===== config.mk =====
export PLATFORM = sky130hd
export DESIGN_NAME = nn_frame_driver
export DESIGN_NICKNAME = d
export VERILOG_FILES = /design/src/rtl/nn_frame_driver.sv
export SDC_FILE = /design/constraint.sdc
export NUM_CORES = 1
export LEC_CHECK = 0
export ABC_CLOCK_PERIOD_IN_PS = 16250
export CORE_ASPECT_RATIO = 0.5
export CORE_MARGIN = 3
export CORE_UTILIZATION = 47
export DETAILED_ROUTE_END_ITERATION = 7
export HOLD_SLACK_MARGIN = 0.15
export PLACE_DENSITY_LB_ADDON = 0.25
export SYNTH_ARGS = -nofsm -noshare
export SYNTH_HDL_FRONTEND = slang
export SYNTH_SLANG_ARGS = --single-unit

===== constraint.sdc =====
create_clock -name clk -period 16.25 [get_ports clk]
set_input_delay 3.25 -clock clk [delete_from_list [all_inputs] [get_ports clk]]
set_output_delay 3.25 -clock clk [all_outputs]
set_load 0.05 [all_outputs]

===== src/rtl/nn_frame_driver.sv =====
// nn_frame_driver: deserializes WIDTH-bit feature beats into one INPUT_SIZE-word frame,
// strobes it into the network, captures OUTPUT_SIZE scores and serializes them on a
// valid/ready result stream.
// Optional feature macro: NN_DRIVER_LATENCY_EN builds the FIRE-to-result latency counter;
// without it lat_cycles is tied to zero.
module nn_frame_driver #(
  parameter int unsigned WIDTH       = 16,
  parameter int unsigned NFRAC       = 10,
  parameter int unsigned INPUT_SIZE  = 16,
  parameter int unsigned OUTPUT_SIZE = 5,
  parameter int unsigned TIMEOUT     = 1023,
  parameter int unsigned LAT_W       = 16
) (
  input  logic                           clk,
  input  logic                           reset,
  input  logic                           s_valid,
  output logic                           s_ready,
  input  logic [WIDTH-1:0]               s_data,
  output logic                           nn_input_ready,
  output logic [WIDTH*INPUT_SIZE-1:0]    nn_input_data,
  input  logic                           nn_output_ready,
  input  logic [WIDTH*OUTPUT_SIZE-1:0]   nn_output_data,
  output logic                           m_valid,
  input  logic                           m_ready,
  output logic [WIDTH-1:0]               m_data,
  output logic                           m_last,
  output logic [LAT_W-1:0]               lat_cycles,
  output logic [31:0]                    frame_count,
  output logic                           err_timeout
);

  localparam int unsigned IdxW  = (INPUT_SIZE > 1) ? $clog2(INPUT_SIZE) : 1;
  localparam int unsigned OidxW = (OUTPUT_SIZE > 1) ? $clog2(OUTPUT_SIZE) : 1;
  localparam int unsigned WaitW = $clog2(TIMEOUT + 1);

  // Data words are passed through untouched, so NFRAC only has to describe a legal format.
  if (NFRAC >= WIDTH) begin : g_bad_nfrac
    $error("NFRAC must be smaller than WIDTH");
  end

  typedef enum logic [1:0] {StLoad, StFire, StWait, StDrain} state_e;

  state_e                   state_q, state_d;
  logic [IdxW-1:0]          idx_q, idx_d;
  logic [OidxW-1:0]         oidx_q, oidx_d;
  logic [WaitW-1:0]         wait_q, wait_d;
  logic [WIDTH-1:0]         fbuf_q [INPUT_SIZE];
  logic [WIDTH-1:0]         fbuf_d [INPUT_SIZE];
  logic [WIDTH-1:0]         obuf_q [OUTPUT_SIZE];
  logic [WIDTH-1:0]         obuf_d [OUTPUT_SIZE];
  logic [31:0]              frame_count_q, frame_count_d;
  logic                     err_timeout_q, err_timeout_d;
  logic                     s_ready_q, s_ready_d;

  // Next-state logic for the frame FSM, buffers and counters.
  always_comb begin
    state_d       = state_q;
    idx_d         = idx_q;
    oidx_d        = oidx_q;
    wait_d        = wait_q;
    fbuf_d        = fbuf_q;
    obuf_d        = obuf_q;
    frame_count_d = frame_count_q;
    err_timeout_d = err_timeout_q;
    unique case (state_q)
      StLoad: begin
        if (s_valid && s_ready_q) begin
          fbuf_d[idx_q] = s_data;
          if (idx_q == IdxW'(INPUT_SIZE - 1)) begin
            idx_d   = '0;
            state_d = StFire;
          end else begin
            idx_d = idx_q + 1'b1;
          end
        end
      end
      StFire: begin
        wait_d  = '0;
        state_d = StWait;
      end
      StWait: begin
        if (nn_output_ready) begin
          for (int k = 0; k < OUTPUT_SIZE; k++) obuf_d[k] = nn_output_data[k*WIDTH +: WIDTH];
          state_d = StDrain;
        end else if (wait_q == WaitW'(TIMEOUT - 1)) begin
          // No result: emit an all-zero score frame so downstream stays in frame sync.
          for (int k = 0; k < OUTPUT_SIZE; k++) obuf_d[k] = '0;
          err_timeout_d = 1'b1;
          state_d       = StDrain;
        end else begin
          wait_d = wait_q + 1'b1;
        end
      end
      StDrain: begin
        if (m_ready) begin
          if (oidx_q == OidxW'(OUTPUT_SIZE - 1)) begin
            oidx_d        = '0;
            frame_count_d = frame_count_q + 32'd1;
            state_d       = StLoad;
          end else begin
            oidx_d = oidx_q + 1'b1;
          end
        end
      end
      default: state_d = StLoad;
    endcase
    // Registered so s_ready stays low for as long as reset is held.
    s_ready_d = (state_d == StLoad);
  end

  // State registers; reset drops any partial frame and pending scores.
  always_ff @(posedge clk or posedge reset) begin
    if (reset) begin
      state_q       <= StLoad;
      idx_q         <= '0;
      oidx_q        <= '0;
      wait_q        <= '0;
      fbuf_q        <= '{default: '0};
      obuf_q        <= '{default: '0};
      frame_count_q <= '0;
      err_timeout_q <= 1'b0;
      s_ready_q     <= 1'b0;
    end else begin
      state_q       <= state_d;
      idx_q         <= idx_d;
      oidx_q        <= oidx_d;
      wait_q        <= wait_d;
      fbuf_q        <= fbuf_d;
      obuf_q        <= obuf_d;
      frame_count_q <= frame_count_d;
      err_timeout_q <= err_timeout_d;
      s_ready_q     <= s_ready_d;
    end
  end

`ifdef NN_DRIVER_LATENCY_EN
  logic [LAT_W-1:0] lat_cnt_q, lat_cnt_d;
  logic [LAT_W-1:0] lat_cycles_q, lat_cycles_d;

  // Count from FIRE (the first WAIT cycle reads 1); latch on capture, hold on timeout.
  always_comb begin
    lat_cnt_d    = lat_cnt_q;
    lat_cycles_d = lat_cycles_q;
    if (state_q == StFire) begin
      lat_cnt_d = LAT_W'(1);
    end else if (state_q == StWait) begin
      if (nn_output_ready) begin
        lat_cycles_d = lat_cnt_q;
      end else if (lat_cnt_q != '1) begin
        lat_cnt_d = lat_cnt_q + 1'b1;
      end
    end
  end

  // Latency registers.
  always_ff @(posedge clk or posedge reset) begin
    if (reset) begin
      lat_cnt_q    <= '0;
      lat_cycles_q <= '0;
    end else begin
      lat_cnt_q    <= lat_cnt_d;
      lat_cycles_q <= lat_cycles_d;
    end
  end

  assign lat_cycles = lat_cycles_q;
`else
  assign lat_cycles = '0;
`endif

  for (genvar k = 0; k < INPUT_SIZE; k++) begin : g_in_data
    assign nn_input_data[k*WIDTH +: WIDTH] = fbuf_q[k];
  end

  assign s_ready        = s_ready_q;
  assign nn_input_ready = (state_q == StFire);
  assign m_valid        = (state_q == StDrain);
  assign m_data         = m_valid ? obuf_q[oidx_q] : '0;
  assign m_last         = m_valid && (oidx_q == OidxW'(OUTPUT_SIZE - 1));
  assign frame_count    = frame_count_q;
  assign err_timeout    = err_timeout_q;

endmodule


==> results.txt <==
----------------------------------------------------
[Status]
  Result of the run ... finished clean

[Global route]
  Overall track demand over capacity in global routing ... around a quarter
  Largest net degree at the start of global routing ... between 150 and 200
  Vias in the first global route ... 11062
  First-pass GRT wire length ... roughly 68000 µm
  Overflow left after global routing ... 0
  Initial antenna violation count ... 0

[Drt]
  Met2 wire len ... between 20000 and 25000 µm
  Wire length per cell ... about 23 µm
  Highest routed layer ... met4
  Sum of routed wire segments on met1 ... 17900 µm
  Routed met3 length ... between 1500 and 2000 µm
  Detailed-route wire length ... 44800 µm
  Total iterations of the first detailed-routing run ... 7
  Starting DRT DRC Count ... between 600 and 700
  Number of vias in the routed layout ... 10560
  Via/cell ratio ... ~5.5
  Post-detailed-route count of antenna-violating nets ... 0
  Detailed-route DRC error count ... 0

[Pwr]
  Static Leak ... a little under 10 nW
  Power per standard cell area ... 217 nW/µm²
  Peak supply drop ... around 99 µV

[Die]
  Initial cell density of the core ... between 40% and 50%
  Die width ... approximately 270 µm
  Core outline area ... roughly 33000 µm²
  Vertical die dimension ... ~140 µm
  I/O pin count ... around 430
  Site Rows ... between 40 and 50
  Die ar. ... approximately 36000 µm²

[Cells and area]
  Share of post-route cells with drive strength above 1 ... about 25%
  Final net count ... ~1600
  Area growth syn-to-layout ... 34.3%
  Combined flip-flop and latch cell area ... ~9700 µm²
  Final std cell area, no fill ... roughly 21000 µm²
  Multi-input logic area ... 5770 µm²
  FILL cells ... 2323

[Place]
  RD Place Congestion ... 0.857
  Placed wire-length estimate after detailed placement ... between 30000 and 40000 µm
  Port Buf Inserts ... slightly above 400
  Placed Instance Area ... ~20000 µm²

[Critical path]
  Origin of the critical flop-to-flop path ... state_q[0]
  Setup crit start ... oidx_q[2]
  Capturing point of the worst reg2reg path ... frame_count[22]
  Worst reg-to-reg setup slack ... ~13 ns
  Startpoint-to-endpoint class of the critical path ... flop to primary output
  CP Capture Type ... primary output
  Critical path capture point ... m_data[11]
  CP required ... 13.00 ns
  Largest fanout on the critical path ... 17
  Type of origin of the critical path ... flop
  Number of cells traversed by the worst register-to-register path ... 6
  Arrival @ worst endpoint ... between 3 and 4 ns

[Timing]
  Total count of hold-check failures in the final report ... 0
  Unrepaired setup endpoints after global routing ... no
  Slew at the pin with the worst max-slew slack ... approximately 1.3 ns
  Maximum achievable frequency ... ~0.14 GHz
  Final setup skew ... between 0.02 and 0.025 ns
  Setup TNS ... 0 ns
  Final setup violation count ... 0
  Fraction of the cycle the final worst path needs ... between 40% and 50%
  Clock period minus worst slack ... about 7 ns
  Relative slew margins ... 12.9%
  Slew Limit Fails ... 0

[Synthesis]
  Number of different library cells in the post-synthesis netlist ... between 40 and 50
  Warnings from Yosys ... 0
  Part of the Yosys area used for sequential elements ... about 60%
  Flop and latch count out of synthesis ... 389
  Most frequent cells after synthesis ... dfrtp_1 (389), mux2_2 (258), a22o_1 (82), buf_4 (35), clkbuf_1 (30)
  Number of cells produced by synthesis ... 1073
  Top post-synthesis cells by area ... dfrtp_1 (61%), mux2_2 (18%), a22o_1 (4.5%)
  Number of enable-type register cells in the synthesized netlist ... 0
  Cell type with the largest total area after synthesis ... dfrtp_1
  Mean Syn Cell Area ... between 10 and 15 µm²
  Share of flip-flops with an asynchronous set or reset ... between 90% and 100%
  Synth Cell Area ... 15900 µm²
  Post-synth top flop ... dfrtp_1
  Portion of synthesized cell area occupied by the leading cell type ... between 60% and 70%
  Library cell with the highest instance count after synthesis ... dfrtp_1

[Clock network]
  Setup repair bufs after CTS ... 0
  Clk root buf ... clkbuf_16
  Post-cts gate resize count ... 0
  Number of CTS-inserted buffers ... 36
  Longest Clk Path Bufs ... 3
  Source-to-sink clock delay at the later pin of the worst-skew pair ... between 0.5 and 0.6 ns
  Clock transition time at the flip-flop clock pins of the worst setup and hold paths ... around 0.070 ns
  # hold bufs at CTS ... 0
  H-tree lvl count ... 2
  Clock sink count ... 389
  TritonCTS clock tree ... yes

[Worst hold path]
  Class of the tightest hold or removal check ... flop to flop

[Flow run]
  Total of max-cap violations ... 0

----------------------------------------------------
==> logic make-up after synthesis <==
| family | count (synthesis) | synth area share (%) |
|---|---|---|
| compound gates | 132 | 6.63 |
| buf+inv | 96 | 3.22 |
| xor+xnor | 32 | 1.76 |
| other cells | 1 | 0.0235 |
| flops | 389 | 61.1 |
| fa+ha+maj | 14 | 1.10 |
| simple gates | 135 | 5.74 |
| mux | 274 | 20.5 |
==> area by class of cell <==
type                       instances  area share (%)
sequential                       389            45.5
multi-input combinational        603            26.9
timing repair buffer             414            19.4
clock buffer                      49            4.81
tap                              432            2.52
clock inverter                    12           0.654
inverter                          13           0.263
antenna                            1          0.0117
==> layer usage <==
layer	up-vias	global-route usage [%]
li1	4602	-
met1	5566	30.7
met2	305	43.7
met3	87	3.62
met4	0	8.15
met5	-	0
==> metrics by stage <==
step / total power [mW] / hold slack (ns) / utilization (%) / cells / worst slack [ns]
4_1_cts: 4.67 / 0.484 / 65.8 / 1912 / 9.09
3_3_place_gp: 3.75 / 0.466 / 62.2 / 1851 / 9.82
3_5_place_dp: 3.81 / 0.470 / 62.2 / 1851 / 9.65
6_report: 4.64 / 0.482 / 65.9 / 1913 / 9.10
2_1_floorplan: 3.01 / 0.441 / - / 1088 / 2.19
5_1_grt: 4.82 / 0.499 / 65.8 / 1912 / 8.92
==> worst min path at each step <==
stage | slack [ns] | start | cells past startpoint | end
floorplan | 0.44 | wait_q[9] | 1 | wait_q[9]
global placement | 0.47 | frame_count[31] | 1 | frame_count[31]
detailed placement | 0.47 | wait_q[9] | 1 | wait_q[9]
CTS | 0.48 | frame_count[31] | 1 | frame_count[31]
global route | 0.50 | frame_count[31] | 1 | frame_count[31]
finish | 0.48 | frame_count[31] | 1 | frame_count[31]
==> critical path, cell delays in order (launching register included) <==
cell and delay [ns]:
dfrtp_1 0.43, clkinv_1 0.52, nor3_2 1.16, a22oi_1 0.25
nor2b_1 0.18, clkdlybuf4s50_1 0.84
==> sequential cells by signal (all words and copies together), names as in the netlist <==
| register | count |
|---|---|
| err_timeout | 1 |
| frame_count | 32 |
| idx_q | 4 |
| nn_input_data | 256 |
| obuf_q | 80 |
| oidx_q | 3 |
| s_ready | 1 |
| state_q | 2 |
| wait_q | 10 |
==> report_power, final <==
group          switching (mW)  internal (mW)  total (mW)
logic                    1.42          0.821        2.24
registers               0.226           1.32        1.55
clock network           0.365          0.492       0.857
total                    2.01           2.64        4.64
==> layout by cell type, fill, tap and decap left out, types with 5 or more instances in the layout <==
cell type | synthesis | final
dfrtp_1 | 389 | 389
xnor2_1 | 26 | 26
conb_1 | 1 | 16
nor2b_1 | 16 | 16
ha_1 | 14 | 14
and3_1 | 7 | 7
clkinv_2 | 0 | 7
mux4_2 | 16 | 16
clkbuf_8 | 0 | 6
a21oi_1 | 7 | 7
xor2_1 | 6 | 6
nor2_4 | 8 | 8
nor3_1 | 5 | 5
mux2_2 | 258 | 258
nand4_1 | 7 | 7
clkdlybuf4s50_1 | 0 | 409
and4_1 | 6 | 6
o21ai_0 | 13 | 13
clkbuf_16 | 0 | 37
inv_1 | 12 | 11
clkbuf_1 | 30 | 6
a22o_1 | 82 | 82
nand3_1 | 22 | 22
a22oi_1 | 16 | 16
nand2_1 | 26 | 26
nor2_1 | 9 | 9
No activity file was read; power rests on OpenSTA's default activity.
